===== src/rtl/sdram_pkg.sv =====
// Shared types for the SDRAM controller and its request front-end.
package sdram_pkg;

  // Command record handed to the controller; rw = 1 selects a write burst.
  typedef struct packed {
    logic [23:0] addr;
    logic        rw;
    logic        auto_precharge_en;
  } sdram_cmd_t;

endpackage


===== src/rtl/sdram_req_frontend.sv =====
// Request front-end for the SDRAM controller: converts user bursts into commands,
// buffers write data so a write burst is never starved, and bounds reads in flight.
module sdram_req_frontend
  import sdram_pkg::*;
#(
  parameter int ADDR_WIDTH         = 24,
  parameter int DATA_WIDTH         = 16,
  parameter int BURST_LEN          = 8,
  parameter int FIFO_DEPTH         = 16,
  parameter int MAX_RD_OUTSTANDING = 2
) (
  input  logic                                        clk,
  input  logic                                        rst,
  input  logic                                        req_valid,
  output logic                                        req_ready,
  input  logic                                        req_write,
  input  logic [ADDR_WIDTH-1:0]                       req_addr,
  input  logic                                        req_auto_pre,
  input  logic                                        usr_wdata_valid,
  output logic                                        usr_wdata_ready,
  input  logic [DATA_WIDTH-1:0]                       usr_wdata,
  input  logic [1:0]                                  usr_wdqm,
  output logic                                        cmd_valid,
  input  logic                                        cmd_ready,
  output sdram_cmd_t                                  cmd_data,
  output logic                                        wdata_valid,
  input  logic                                        wdata_ready,
  output logic [DATA_WIDTH-1:0]                       wdata,
  output logic [1:0]                                  wdata_dqm,
  input  logic                                        resp_done,
  output logic [$clog2(MAX_RD_OUTSTANDING+1)-1:0]     rd_outstanding
);

  localparam int PTR_W  = $clog2(FIFO_DEPTH);
  localparam int CNT_W  = $clog2(FIFO_DEPTH + 1);
  localparam int BEAT_W = $clog2(BURST_LEN + 1);
  localparam int RD_W   = $clog2(MAX_RD_OUTSTANDING + 1);
  localparam logic [ADDR_WIDTH-1:0] ADDR_MASK = ~ADDR_WIDTH'(BURST_LEN - 1);

  typedef enum logic [1:0] {IDLE, WAIT_WD, ISSUE, STREAM} state_t;

  state_t              state_q, state_d;
  sdram_cmd_t          cmd_q, cmd_d;
  logic [BEAT_W-1:0]   beat_q, beat_d;
  logic [PTR_W-1:0]    wr_ptr_q, rd_ptr_q;
  logic [CNT_W-1:0]    count_q, count_d;
  logic [RD_W-1:0]     rd_q, rd_d;
  logic [DATA_WIDTH+1:0] mem_q [FIFO_DEPTH];

  logic push, pop, burst_buffered, rd_inc, rd_dec;

  // ---------------- write-data FIFO (data and mask share one entry) ----------------
  assign usr_wdata_ready = (count_q < CNT_W'(FIFO_DEPTH));
  assign push            = usr_wdata_valid & usr_wdata_ready;
  assign pop             = wdata_valid & wdata_ready;
  assign burst_buffered  = (count_q >= CNT_W'(BURST_LEN));
  assign {wdata_dqm, wdata} = mem_q[rd_ptr_q];

  always_ff @(posedge clk) begin
    if (push) mem_q[wr_ptr_q] <= {usr_wdqm, usr_wdata};
  end

  always_comb begin
    count_d = count_q;
    case ({push, pop})
      2'b10:   count_d = count_q + CNT_W'(1);
      2'b01:   count_d = count_q - CNT_W'(1);
      default: count_d = count_q;
    endcase
  end

  always_ff @(posedge clk) begin
    if (rst) begin
      wr_ptr_q <= '0;
      rd_ptr_q <= '0;
      count_q  <= '0;
    end else begin
      if (push) wr_ptr_q <= wr_ptr_q + PTR_W'(1);
      if (pop)  rd_ptr_q <= rd_ptr_q + PTR_W'(1);
      count_q <= count_d;
    end
  end

  // ---------------- request FSM ----------------
  always_comb begin
    state_d     = state_q;
    cmd_d       = cmd_q;
    beat_d      = beat_q;
    req_ready   = 1'b0;
    cmd_valid   = 1'b0;
    wdata_valid = 1'b0;
    case (state_q)
      IDLE: begin
        req_ready = req_write | (rd_q < RD_W'(MAX_RD_OUTSTANDING));
        if (req_valid && req_ready) begin
          cmd_d = '{addr: req_addr & ADDR_MASK, rw: req_write,
                    auto_precharge_en: req_auto_pre};
          // A write whose burst is already buffered skips the wait state.
          if (req_write && !burst_buffered) state_d = WAIT_WD;
          else                              state_d = ISSUE;
        end
      end
      WAIT_WD: begin
        if (burst_buffered) state_d = ISSUE;
      end
      ISSUE: begin
        cmd_valid = 1'b1;
        if (cmd_ready) begin
          if (cmd_q.rw) begin
            state_d = STREAM;
            beat_d  = BEAT_W'(BURST_LEN);
          end else begin
            state_d = IDLE;
          end
        end
      end
      STREAM: begin
        wdata_valid = (count_q != '0);
        if (wdata_valid && wdata_ready) begin
          beat_d = beat_q - BEAT_W'(1);
          if (beat_q == BEAT_W'(1)) state_d = IDLE;
        end
      end
      default: state_d = IDLE;
    endcase
  end

  always_ff @(posedge clk) begin
    if (rst) begin
      state_q <= IDLE;
      cmd_q   <= '0;
      beat_q  <= '0;
    end else begin
      state_q <= state_d;
      cmd_q   <= cmd_d;
      beat_q  <= beat_d;
    end
  end

  assign cmd_data = cmd_q;

  // ---------------- read bursts in flight ----------------
  assign rd_inc = (state_q == ISSUE) & cmd_ready & ~cmd_q.rw;
  assign rd_dec = resp_done & (rd_q != '0);

  always_comb begin
    rd_d = rd_q;
    if (rd_inc && !rd_dec)      rd_d = rd_q + RD_W'(1);
    else if (rd_dec && !rd_inc) rd_d = rd_q - RD_W'(1);
  end

  always_ff @(posedge clk) begin
    if (rst) rd_q <= '0;
    else     rd_q <= rd_d;
  end

  assign rd_outstanding = rd_q;

endmodule


===== config.mk =====
export PLATFORM = sky130hd
export DESIGN_NAME = sdram_req_frontend
export DESIGN_NICKNAME = d
export VERILOG_FILES = /design/src/rtl/sdram_pkg.sv /design/src/rtl/sdram_req_frontend.sv
export SDC_FILE = /design/constraint.sdc
export NUM_CORES = 1
export LEC_CHECK = 0
export ABC_AREA = 1
export CAP_MARGIN = 20
export CORE_MARGIN = 5
export CORE_UTILIZATION = 50
export DETAILED_ROUTE_END_ITERATION = 10
export PLACE_DENSITY = 0.7
export SETUP_SLACK_MARGIN = 0.15
export SYNTH_ARGS = -nofsm -noshare
export SYNTH_HDL_FRONTEND = slang
export SYNTH_SLANG_ARGS = --single-unit

===== constraint.sdc =====
create_clock -name clk -period 3.74 [get_ports clk]
set_clock_uncertainty 0.1 [all_clocks]
set_input_delay 0.748 -clock clk [delete_from_list [all_inputs] [get_ports clk]]
set_output_delay 0.748 -clock clk [all_outputs]
set_load 0.03 [all_outputs]

==> out/metrics.cfg <==
[power_and_ir_drop]
power.leakage_uw = 0.00606
power_density_mw_per_mm2 = 543
peakVddDrop_mv = 0.422

[global_routing]
grt_remaining_overflow = 0
antenna_found_initial = 0
grt_pass1_vias = 9018
grt_pass1_wl_mm = 48.2
grt_start_max_net_pins = 89
grt.total_usage_pct = 19.5

[sta]
finalSetupTns_ns = 0
rsz0062_at_grt = no
finalCriticalPeriod_ns = 3.24
setup_ws_ns = 0.495
maxSlewHeadroom_pct = 51.3
fmax_mhz = 308
min_period_over_period_pct = 86.8
tightest_slew_ns = 0.731
setup_viol = 0
slew_violations = 0
finalHoldViolations = 0

[critical_path]
cpMaxStageDelayCell = buf_4
worstPathArrival_ns = 2.40
crit_required_ns = 2.89
regToRegSetupSlack_ns = 1.45
reg2reg_from = state_q[0]
cp_cell_sequence = buf_4 > nand2_1 > o211ai_1 > nand3_1 > nand3_1 > nand2_1 > buf_4
cp_max_fo = 79
worstReg2RegEnd = count_q[4]
rr_worst_depth = 13
crit_path_start_kind = register
crit_path_end_kind = output port
setup.worst_path.class = register to output port
crit_path_max_incr_delay_ns = 0.60

[floorplanning]
num_rows = 61
die_h_um = 178
floorplan.io_pins = 101
core-area_mm2 = 0.0278
dieArea_mm2 = 0.0316
dieWidth_um = 178
start_util_pct = 50.6

[synthesis]
synth_common_cells = edfxtp_1 (288), inv_1 (180), nand2_1 (141), nand3_1 (119), o21ai_0 (99)
syn_area_mm2 = 0.0140
synthDistinctLibCells = 34
avgSynthCellArea_um2 = 11.4
yosys.area.top_type = edfxtp_1
synth_most_common_cell = edfxtp_1
synth_edf_count = 288
ys_warn_count = 0
netlist_instances = 1236
ys_seq_elements = 336
ys_async_sr_fraction_pct = 0
synth.area.top_cells = edfxtp_1 (62%), dfxtp_1 (6.8%), inv_1 (4.8%)
netlist.area_leader.share_pct = 61.6
yosys_most_used_dff = edfxtp_1
ys_seq_area_share_pct = 68.4

[clocking]
cts_tree = built
clk_latency_ns = 0.51
root_buffer = clkbuf_16
clk_pin_slew_worst_paths_ns = 0.06
cts.sinks = 336
cts-hold-fix-buffers = 0
cts_max_level = 2
post_cts_buffers = 0
cts_made_buffers = 36
clockBufferDepth = 3
post_cts_resized = 0

[routing]
antenna_left = 0
routedWlPerCell_um = 17.3
drt-pass1-iter-count = 5
first_iter_violations = 840
viasPerCell = 5.23
route.detailed.drc = 0
finalWirelength_mm = 30.1
num_vias = 9072

[place]
hpwl_mm = 17.4
io_buffers = 94
place_congestion = 0.782
dp_cells = 1672
placed_cell_area_mm2 = 0.0155
place_ws_ns = 0.712

[final_layout]
area_growth_syn_to_layout_pct = 18.3
final_cells = 1736
final_net_count = 1395
stdcell_area_mm2 = 0.0166
diodes = 0
drive_above_1_share_pct = 10.7

[worst_hold_path]
hold_depth = 2
min_from = beat_q[1]
min_to = beat_q[1]
hold_path.class = register to register

[job]
drv_cap = 0

[outcome]
status = complete, no violations

## how the worst max path moves through the flow
stage	endpoint	depth (start not counted)	slack [ns]
final	wdata[13]	7	0.50
after global routing	wdata[10]	7	0.29
after CTS	wdata[13]	7	0.48
after detailed placement	count_q[4]	15	0.71
after global placement	count_q[4]	15	0.69
after floorplan	mem_q[11][0]	4	1.36
## stage by stage
step	total power (µW)	utilization, %	hold WS [ns]
6_report	9030	59.8	0.387
5_1_grt	9410	59.8	0.416
4_1_cts	9090	59.8	0.389
3_5_place_dp	5720	55.8	0.369
3_3_place_gp	5700	55.8	0.366
2_1_floorplan	5210	-	0.347
## kinds of logic (layout without fill, tap and decap cells)
group | Yosys count | after routing | synth area share, %
AND/OR/NAND/NOR | 358 | 358 | 11.1
flip-flops | 336 | 336 | 68.4
AO/OA/AOI/OAI | 270 | 270 | 11.6
buffers and inverters | 253 | 373 | 7.46
adder cells (fa/ha/maj) | 12 | 12 | 1.07
XOR/XNOR | 6 | 6 | 0.374
other | 1 | 3 | 0.0267
## cell usage in the layout (no fill, tap or decap), types with 12 or more instances in the layout
master,netlist,layout
a21oi_1,91,91
buf_12,0,12
buf_4,6,37
clkbuf_16,0,36
clkdlybuf4s50_1,0,76
clkinv_1,2,12
dfxtp_1,48,46
edfxtp_1,288,288
ha_1,12,12
inv_1,180,180
nand2_1,141,141
nand3_1,119,119
nor2_1,80,64
nor2_2,4,20
o211ai_1,54,54
o211ai_2,18,18
o21ai_0,99,99
## critical path: cells and delay by family (launching register included)
kind | cells | cell delay [ns]
AND/OR/NAND/NOR | 4 | 0.50
flip-flops | 1 | 0.43
AO/OA/AOI/OAI | 1 | 0.13
buffers and inverters | 2 | 0.78
## cell type report
type / instances / area [µm²]
clock inverter: 21 / 193
inverter: 184 / 691
tap: 378 / 473
multi-input combinational: 649 / 3440
fill: 2184 / 11200
sequential: 336 / 9620
clock buffer: 43 / 927
timing repair buffer: 125 / 1280
## routing by layer
metal  up-vias  part of all wire [%]  global-route usage (%)
li1       4465                     -                       -
met1      4272                    42                    26.2
met2       282                    48                    32.0
met3        53                   7.4                    4.22
met4         0                   2.5                    5.96
met5         -                     0                       0
## power by group
part	internal, µW	switching [µW]	total, µW
logic	491	842	1330
registers	4220	98.0	4310
clock network	1980	1400	3380
total	6690	2340	9030
## flip-flops by register name, indices dropped and copies added, names as in the netlist, named ones only
name            cells
mem_q             288
cmd_data           23
count_q             5
beat_q              4
rd_ptr_q            4
wr_ptr_q            4
rd_outstanding      2
state_q             2
Power figures use the tool's default switching activity.
